## config.mk

```make
export PLATFORM = sky130hd
export DESIGN_NAME = arbitro_calculo
export DESIGN_NICKNAME = d
export VERILOG_FILES = /design/src/rtl/arbitro_pkg.sv /design/src/rtl/arbitro_rr_seletor.sv /design/src/rtl/arbitro_calculo.sv
export SDC_FILE = /design/constraint.sdc
export NUM_CORES = 1
export LEC_CHECK = 0
export ABC_AREA = 1
export BUFFER_PORTS_ARGS = -buffer_cell sky130_fd_sc_hd__buf_4
export CAP_MARGIN = 20
export CORE_UTILIZATION = 30
export DETAILED_ROUTE_END_ITERATION = 16
export PLACE_DENSITY = 0.62
export SYNTH_ARGS = -nofsm -noshare
export SYNTH_HDL_FRONTEND = slang
export SYNTH_SLANG_ARGS = --single-unit
export TNS_END_PERCENT = 1
```

## constraint.sdc

```tcl
create_clock -name clk -period 5.46 [get_ports clk]
set_input_delay 1.092 -clock clk [delete_from_list [all_inputs] [get_ports clk]]
set_output_delay 1.092 -clock clk [all_outputs]
set_load 0.05 [all_outputs]
```

## src/rtl/arbitro_pkg.sv

```systemverilog
// Shared types and helpers for the round-robin arbiter in front of the polynomial datapath.
package arbitro_pkg;

  localparam int N_REQ_DEF   = 4;
  localparam int DATA_W_DEF  = 16;
  localparam int TIMEOUT_DEF = 31;

  typedef enum logic [1:0] {
    OCIOSO  = 2'd0,
    INICIA  = 2'd1,
    ESPERA  = 2'd2,
    ENTREGA = 2'd3
  } estado_t;

  // One-hot winner: first set bit scanning upward from (ultimo+1) mod n, wrapping around.
  // Vectors are sized for the largest supported requester count (8).
  function automatic logic [7:0] rr_onehot(input logic [7:0] req,
                                           input logic [2:0] ultimo,
                                           input int         n);
    logic [7:0] win;
    logic [2:0] pos;
    win = '0;
    for (int k = 8; k >= 1; k--) begin
      if (k <= n) begin
        pos = 3'((int'(ultimo) + k) % n);
        if (req[pos]) win = 8'(1) << pos;
      end
    end
    return win;
  endfunction

endpackage

```

## src/rtl/arbitro_rr_seletor.sv

```systemverilog
// Combinational round-robin selector: picks the next requester after the last owner.
module arbitro_rr_seletor
  import arbitro_pkg::*;
#(
  parameter int N_REQ = N_REQ_DEF
) (
  input  logic [N_REQ-1:0]         req,
  input  logic [$clog2(N_REQ)-1:0] ultimo,
  output logic [$clog2(N_REQ)-1:0] vencedor_idx,
  output logic [N_REQ-1:0]         vencedor,
  output logic                     valido
);

  localparam int IW = $clog2(N_REQ);

  logic [7:0] req_ext;
  logic [7:0] win_ext;

  always_comb begin
    req_ext              = '0;
    req_ext[N_REQ-1:0]   = req;
    win_ext              = rr_onehot(req_ext, 3'(ultimo), N_REQ);
    vencedor             = win_ext[N_REQ-1:0];
    vencedor_idx         = '0;
    for (int i = 0; i < N_REQ; i++) begin
      if (win_ext[i]) vencedor_idx = IW'(i);
    end
  end

  assign valido = |req;

endmodule

```

## src/rtl/arbitro_calculo.sv

```systemverilog
// Shares one polynomial controller/datapath between N_REQ requesters: round-robin grant,
// operand load, start pulse, bounded wait for pronto, result return and controller reset.
module arbitro_calculo
  import arbitro_pkg::*;
#(
  parameter int N_REQ   = N_REQ_DEF,
  parameter int DATA_W  = DATA_W_DEF,
  parameter int TIMEOUT = TIMEOUT_DEF
) (
  input  logic                    clk,
  input  logic                    rst,
  input  logic [N_REQ-1:0]        req,
  input  logic [N_REQ*DATA_W-1:0] op_x,
  output logic [N_REQ-1:0]        grant,
  output logic [N_REQ-1:0]        done,
  output logic [DATA_W-1:0]       result_out,
  output logic                    erro,
  output logic [DATA_W-1:0]       x_out,
  output logic                    inicio,
  input  logic                    pronto,
  input  logic [DATA_W-1:0]       result_in,
  output logic                    rst_ctrl,
  output logic                    busy
);

  localparam int IW = $clog2(N_REQ);
  localparam int CW = $clog2(TIMEOUT + 1);

  estado_t           estado, prox_estado;
  logic [IW-1:0]     ultimo;
  logic [IW-1:0]     idx;
  logic [IW-1:0]     venc_idx;
  logic [N_REQ-1:0]  venc_oh;
  logic              venc_ok;
  logic [DATA_W-1:0] op_venc;
  logic [CW-1:0]     cnt;
  logic              expirou;

  arbitro_rr_seletor #(.N_REQ(N_REQ)) u_seletor (
    .req          (req),
    .ultimo       (ultimo),
    .vencedor_idx (venc_idx),
    .vencedor     (venc_oh),
    .valido       (venc_ok)
  );

  always_comb begin
    op_venc = '0;
    for (int i = 0; i < N_REQ; i++) begin
      if (venc_oh[i]) op_venc = op_x[i*DATA_W +: DATA_W];
    end
  end

  // The last ESPERA cycle is the one whose count is TIMEOUT-1; pronto still wins there.
  assign expirou = (estado == ESPERA) && !pronto && (cnt == CW'(TIMEOUT - 1));

  always_comb begin
    prox_estado = estado;
    unique case (estado)
      OCIOSO:  if (venc_ok) prox_estado = INICIA;
      INICIA:  prox_estado = ESPERA;
      ESPERA:  if (pronto || expirou) prox_estado = ENTREGA;
      ENTREGA: prox_estado = OCIOSO;
      default: prox_estado = OCIOSO;
    endcase
  end

  always_ff @(posedge clk or negedge rst) begin
    if (!rst) begin
      estado     <= OCIOSO;
      grant      <= '0;
      done       <= '0;
      result_out <= '0;
      erro       <= 1'b0;
      x_out      <= '0;
      inicio     <= 1'b0;
      rst_ctrl   <= 1'b0;
      busy       <= 1'b0;
      cnt        <= '0;
      ultimo     <= IW'(N_REQ - 1);
      idx        <= '0;
    end else begin
      estado   <= prox_estado;
      busy     <= (prox_estado != OCIOSO);
      inicio   <= 1'b0;
      done     <= '0;
      rst_ctrl <= 1'b0;
      unique case (estado)
        OCIOSO: begin
          if (venc_ok) begin
            grant  <= venc_oh;
            x_out  <= op_venc;
            idx    <= venc_idx;
            inicio <= 1'b1;
          end
        end
        INICIA: cnt <= '0;
        ESPERA: begin
          if (cnt != CW'(TIMEOUT)) cnt <= cnt + 1'b1;
          if (pronto) begin
            result_out <= result_in;
            erro       <= 1'b0;
            done       <= grant;
            rst_ctrl   <= 1'b1;
          end else if (expirou) begin
            result_out <= '0;
            erro       <= 1'b1;
            done       <= grant;
            rst_ctrl   <= 1'b1;
          end
        end
        ENTREGA: begin
          grant  <= '0;
          erro   <= 1'b0;
          ultimo <= idx;
        end
        default: ;
      endcase
    end
  end

endmodule

```

==> metrics.md <==
| Metric | Value |
|---|---|
| Max capacitance violation total | 0 |
| Skew-Pair Late Insertion Delay | 0.31 ns |
| Max Fanout on Critical Path | 23 |
| Die Y | 108 um |
| Vias per cell | between 4 and 5 |
| Synthesized instance count | around 430 |
| CP startpoint kind | primary input |
| Leak | ~2.3 nW |
| Antenna diode instance count | 0 |
| CORE AREA | approximately 11000 um^2 |
| Initial antenna violation count | 0 |
| Setup Fix Bufs, Post-CTS | 0 |
| Slew margin rel. | 0.394 |
| Main synth FF type | dfrtp_1 |
| P&R area growth vs syn | 34.0% |
| Largest net degree at the start of global routing | 56 |
| WP buf/inv | 2 |
| Largest delay share family, worst path | simple AND/OR/NAND/NOR gates |
| Clk pin slew, worst setup/hold paths | 0.10 ns |
| Hold WC Path Type | reg2reg |
| Share of layout cells above drive strength 1 | 0.321 |
| Worst Tran Pin Value | between 0.9 and 1 ns |
| Final Hold Vio Count | 0 |
| Peak supply drop | around 0.27 mV |
| Critical Path RT | 5.71 ns |
| Fin cells | 686 |
| Setup Viol. Count Final | 0 |
| Final Cycle Share | 0.640 |
| R2R cell count | 8 |
| Drt wl/cell | 13.5 um |
| WP depth | 7 |
| Max clock buf depth | 2 |
| Hold buffers post-CTS | 0 |
| Synth top area share | 0.397 |
| Clock skew | 0.00861 ns |
| Mapped Area | 3340 um^2 |
| Critical Path AT | 3.74 ns |
| Total negative slack | 0 ns |
| Die X | 108 um |
| First-pass GRT wire length | 14.9 mm |
| Final HPWL DP | 6.91 mm |
| Worst-path cell chain | buf_4 -> nor4_1 -> nor2_2 -> clkinv_1 -> nor2_2 -> a21boi_0 -> nand2_1 |
| Mapped Avg Cell Area | roughly 7.9 um^2 |
| RSZ-0062 raised after global routing | no |
| DRT Pass-1 Iters | 5 |
| Clock root cell | clkbuf_8 |
| Die Area | 11600 um^2 |
| CTS Sinks | 55 |
| Synthesis warning total | 0 |
| Crit end category | flop |
| PwrDens | 731 nW/um^2 |
| CTS resizes | 0 |
| Via count | 3238 |
| Inst Count DP | 678 |
| Post-synthesis sequential area ratio | 0.412 |
| Post-synth top cells | nand2_1 (149), nand3_1 (56), dfrtp_1 (53) |
| Rows | 38 |
| Final Max Slew Viols | 0 |
| Leading area contributor after synthesis | dfrtp_1 |
| Status | finished clean |
| Yosys reg bits | 55 |
| Yosys cell types | 39 |
| Post-synth ARST share | 1.00 |
| Hold depth | 2 |
| Number of global-route vias before repair | 3123 |
| CP peak stage delay | 0.78 ns |
| Remaining DRCs | 0 |
| Final wirelength | around 9.3 mm |
| Initial Utilization | 0.309 |
| Post-synth EDFFs | 0 |
| Post-Syn Nets | 527 |
| Top-count cell post-synth | nand2_1 |
| IO Count | 131 |
| Max Fclk | 286 MHz |
| GPL Wtd Cong | 0.875 |
| Number of DRC markers in iteration 0 | 234 |
| Fin crit period | 3.49 ns |
| Global route overflow | 0 |
| CTS buffer count | 5 |
| H-tree depth | 2 |
| Crit path max-delay cell type | clkinv_1 |
| Crit Path Category | in2reg |
| Largest cells by area after synthesis | dfrtp_1 (40%), nand2_1 (17%), nand3_1 (8.4%) |
| DRT antenna net count | 0 |
| Most common cell on crit path | nor2_2 |
| CTS tree | built |
| Final net count | about 650 |
| Total GRT Usage | 0.163 |
| Port-buffer cells | 130 |
==> final cells by class <==
cell class	instances	area [um^2]
clock buffers	6	72.6
repair buffers	130	976
inverters	32	128
clock inverters	2	60.1
flip-flops and latches	55	1380
multi-input cells	321	1690
well taps	140	175
fillers	1137	6360
==> per-stage QoR <==
| stage | hold WS [ns] | area (um^2) | worst slack (ns) | util | total power, mW |
|---|---|---|---|---|---|
| 2_1_floorplan | 0.457 | 3340 | 3.18 | - | 2.53 |
| 3_3_place_gp | 0.460 | 4350 | 1.70 | 0.401 | 2.95 |
| 3_5_place_dp | 0.460 | 4350 | 1.61 | 0.401 | 2.99 |
| 4_1_cts | 0.485 | 4480 | 1.93 | 0.413 | 3.31 |
| 5_1_grt | 0.509 | 4480 | 1.61 | 0.413 | 3.57 |
| 6_report | 0.482 | 4480 | 1.97 | 0.413 | 3.28 |
==> report_power, final <==
group	internal, mW	switching (mW)	total [mW]
Sequential	0.580	0.106	0.686
Clock	0.183	0.130	0.314
Combinational	0.658	1.62	2.28
==> metal layers <==
layer / vias to the layer above / share of wire / global-route usage
met3: 5 / 0.084 / 0.0381
met5: - / 0 / 0
met2: 114 / 0.49 / 0.293
met1: 1496 / 0.42 / 0.200
met4: 0 / 0.0038 / 0.0215
li1: 1623 / - / -
==> flip-flops by register name (all words and copies together) (netlist names) <==
register and cells:
ultimo 2, grant 4, busy 1, erro 1, estado 2, inicio 1, idx 2, done 4
cnt 5, rst_ctrl 1, result_out 16, x_out 16
==> worst paths after layout <==
check / slack [ns] / end / from
setup reg to reg: 2.11 / x_out[1]$_DFFE_PN0P_ / estado[0]$_DFF_PN0_
max in group asynchronous: 4.16 / estado[0]$_DFF_PN0_ / rst
hold reg to reg: 0.48 / result_out[11]$_DFFE_PN0P_ / result_out[11]$_DFFE_PN0P_
setup / recovery: 1.97 / x_out[1]$_DFFE_PN0P_ / req[1]
min in group asynchronous: 0.81 / result_out[5]$_DFFE_PN0P_ / rst
hold / removal: 0.48 / result_out[11]$_DFFE_PN0P_ / result_out[11]$_DFFE_PN0P_
==> cell usage in the layout, fill, tap and decap left out, drive strengths merged <==
cell type and instances:
dfrtp 53, ha 14, a21boi 15, a21oi 5, inv 30, bufinv 2, o21bai 1, nand2 163
clkinv 2, buf 130, clkbuf 6, o221ai 1, nor2 14, nor4 2, a31oi 1, o21ai 28
or2 1, xnor2 1, nand3 66, nor3 2, dfstp 2, o22ai 7
==> worst reg2reg max path, cell delays in order, from the launching register on <==
cell	delay (ns)
dfrtp_1	0.41
inv_1	0.11
ha_1	0.22
inv_1	0.07
nor2_2	0.70
clkinv_1	0.78
nor2_2	0.70
a21boi_0	0.21
nand2_1	0.10
==> cell families (layout without fill, tap and decap cells) <==
kind of cell / count (synthesis) / after routing / synth area share
XOR/XNOR: 1 / 1 / 0.00262
buffers and inverters: 50 / 170 / 0.0827
AO/OA/AOI/OAI: 58 / 58 / 0.112
flip-flops: 55 / 55 / 0.412
AND/OR/NAND/NOR: 248 / 248 / 0.338
adder cells (fa/ha/maj): 14 / 14 / 0.0524
Power figures use the tool's default switching activity.
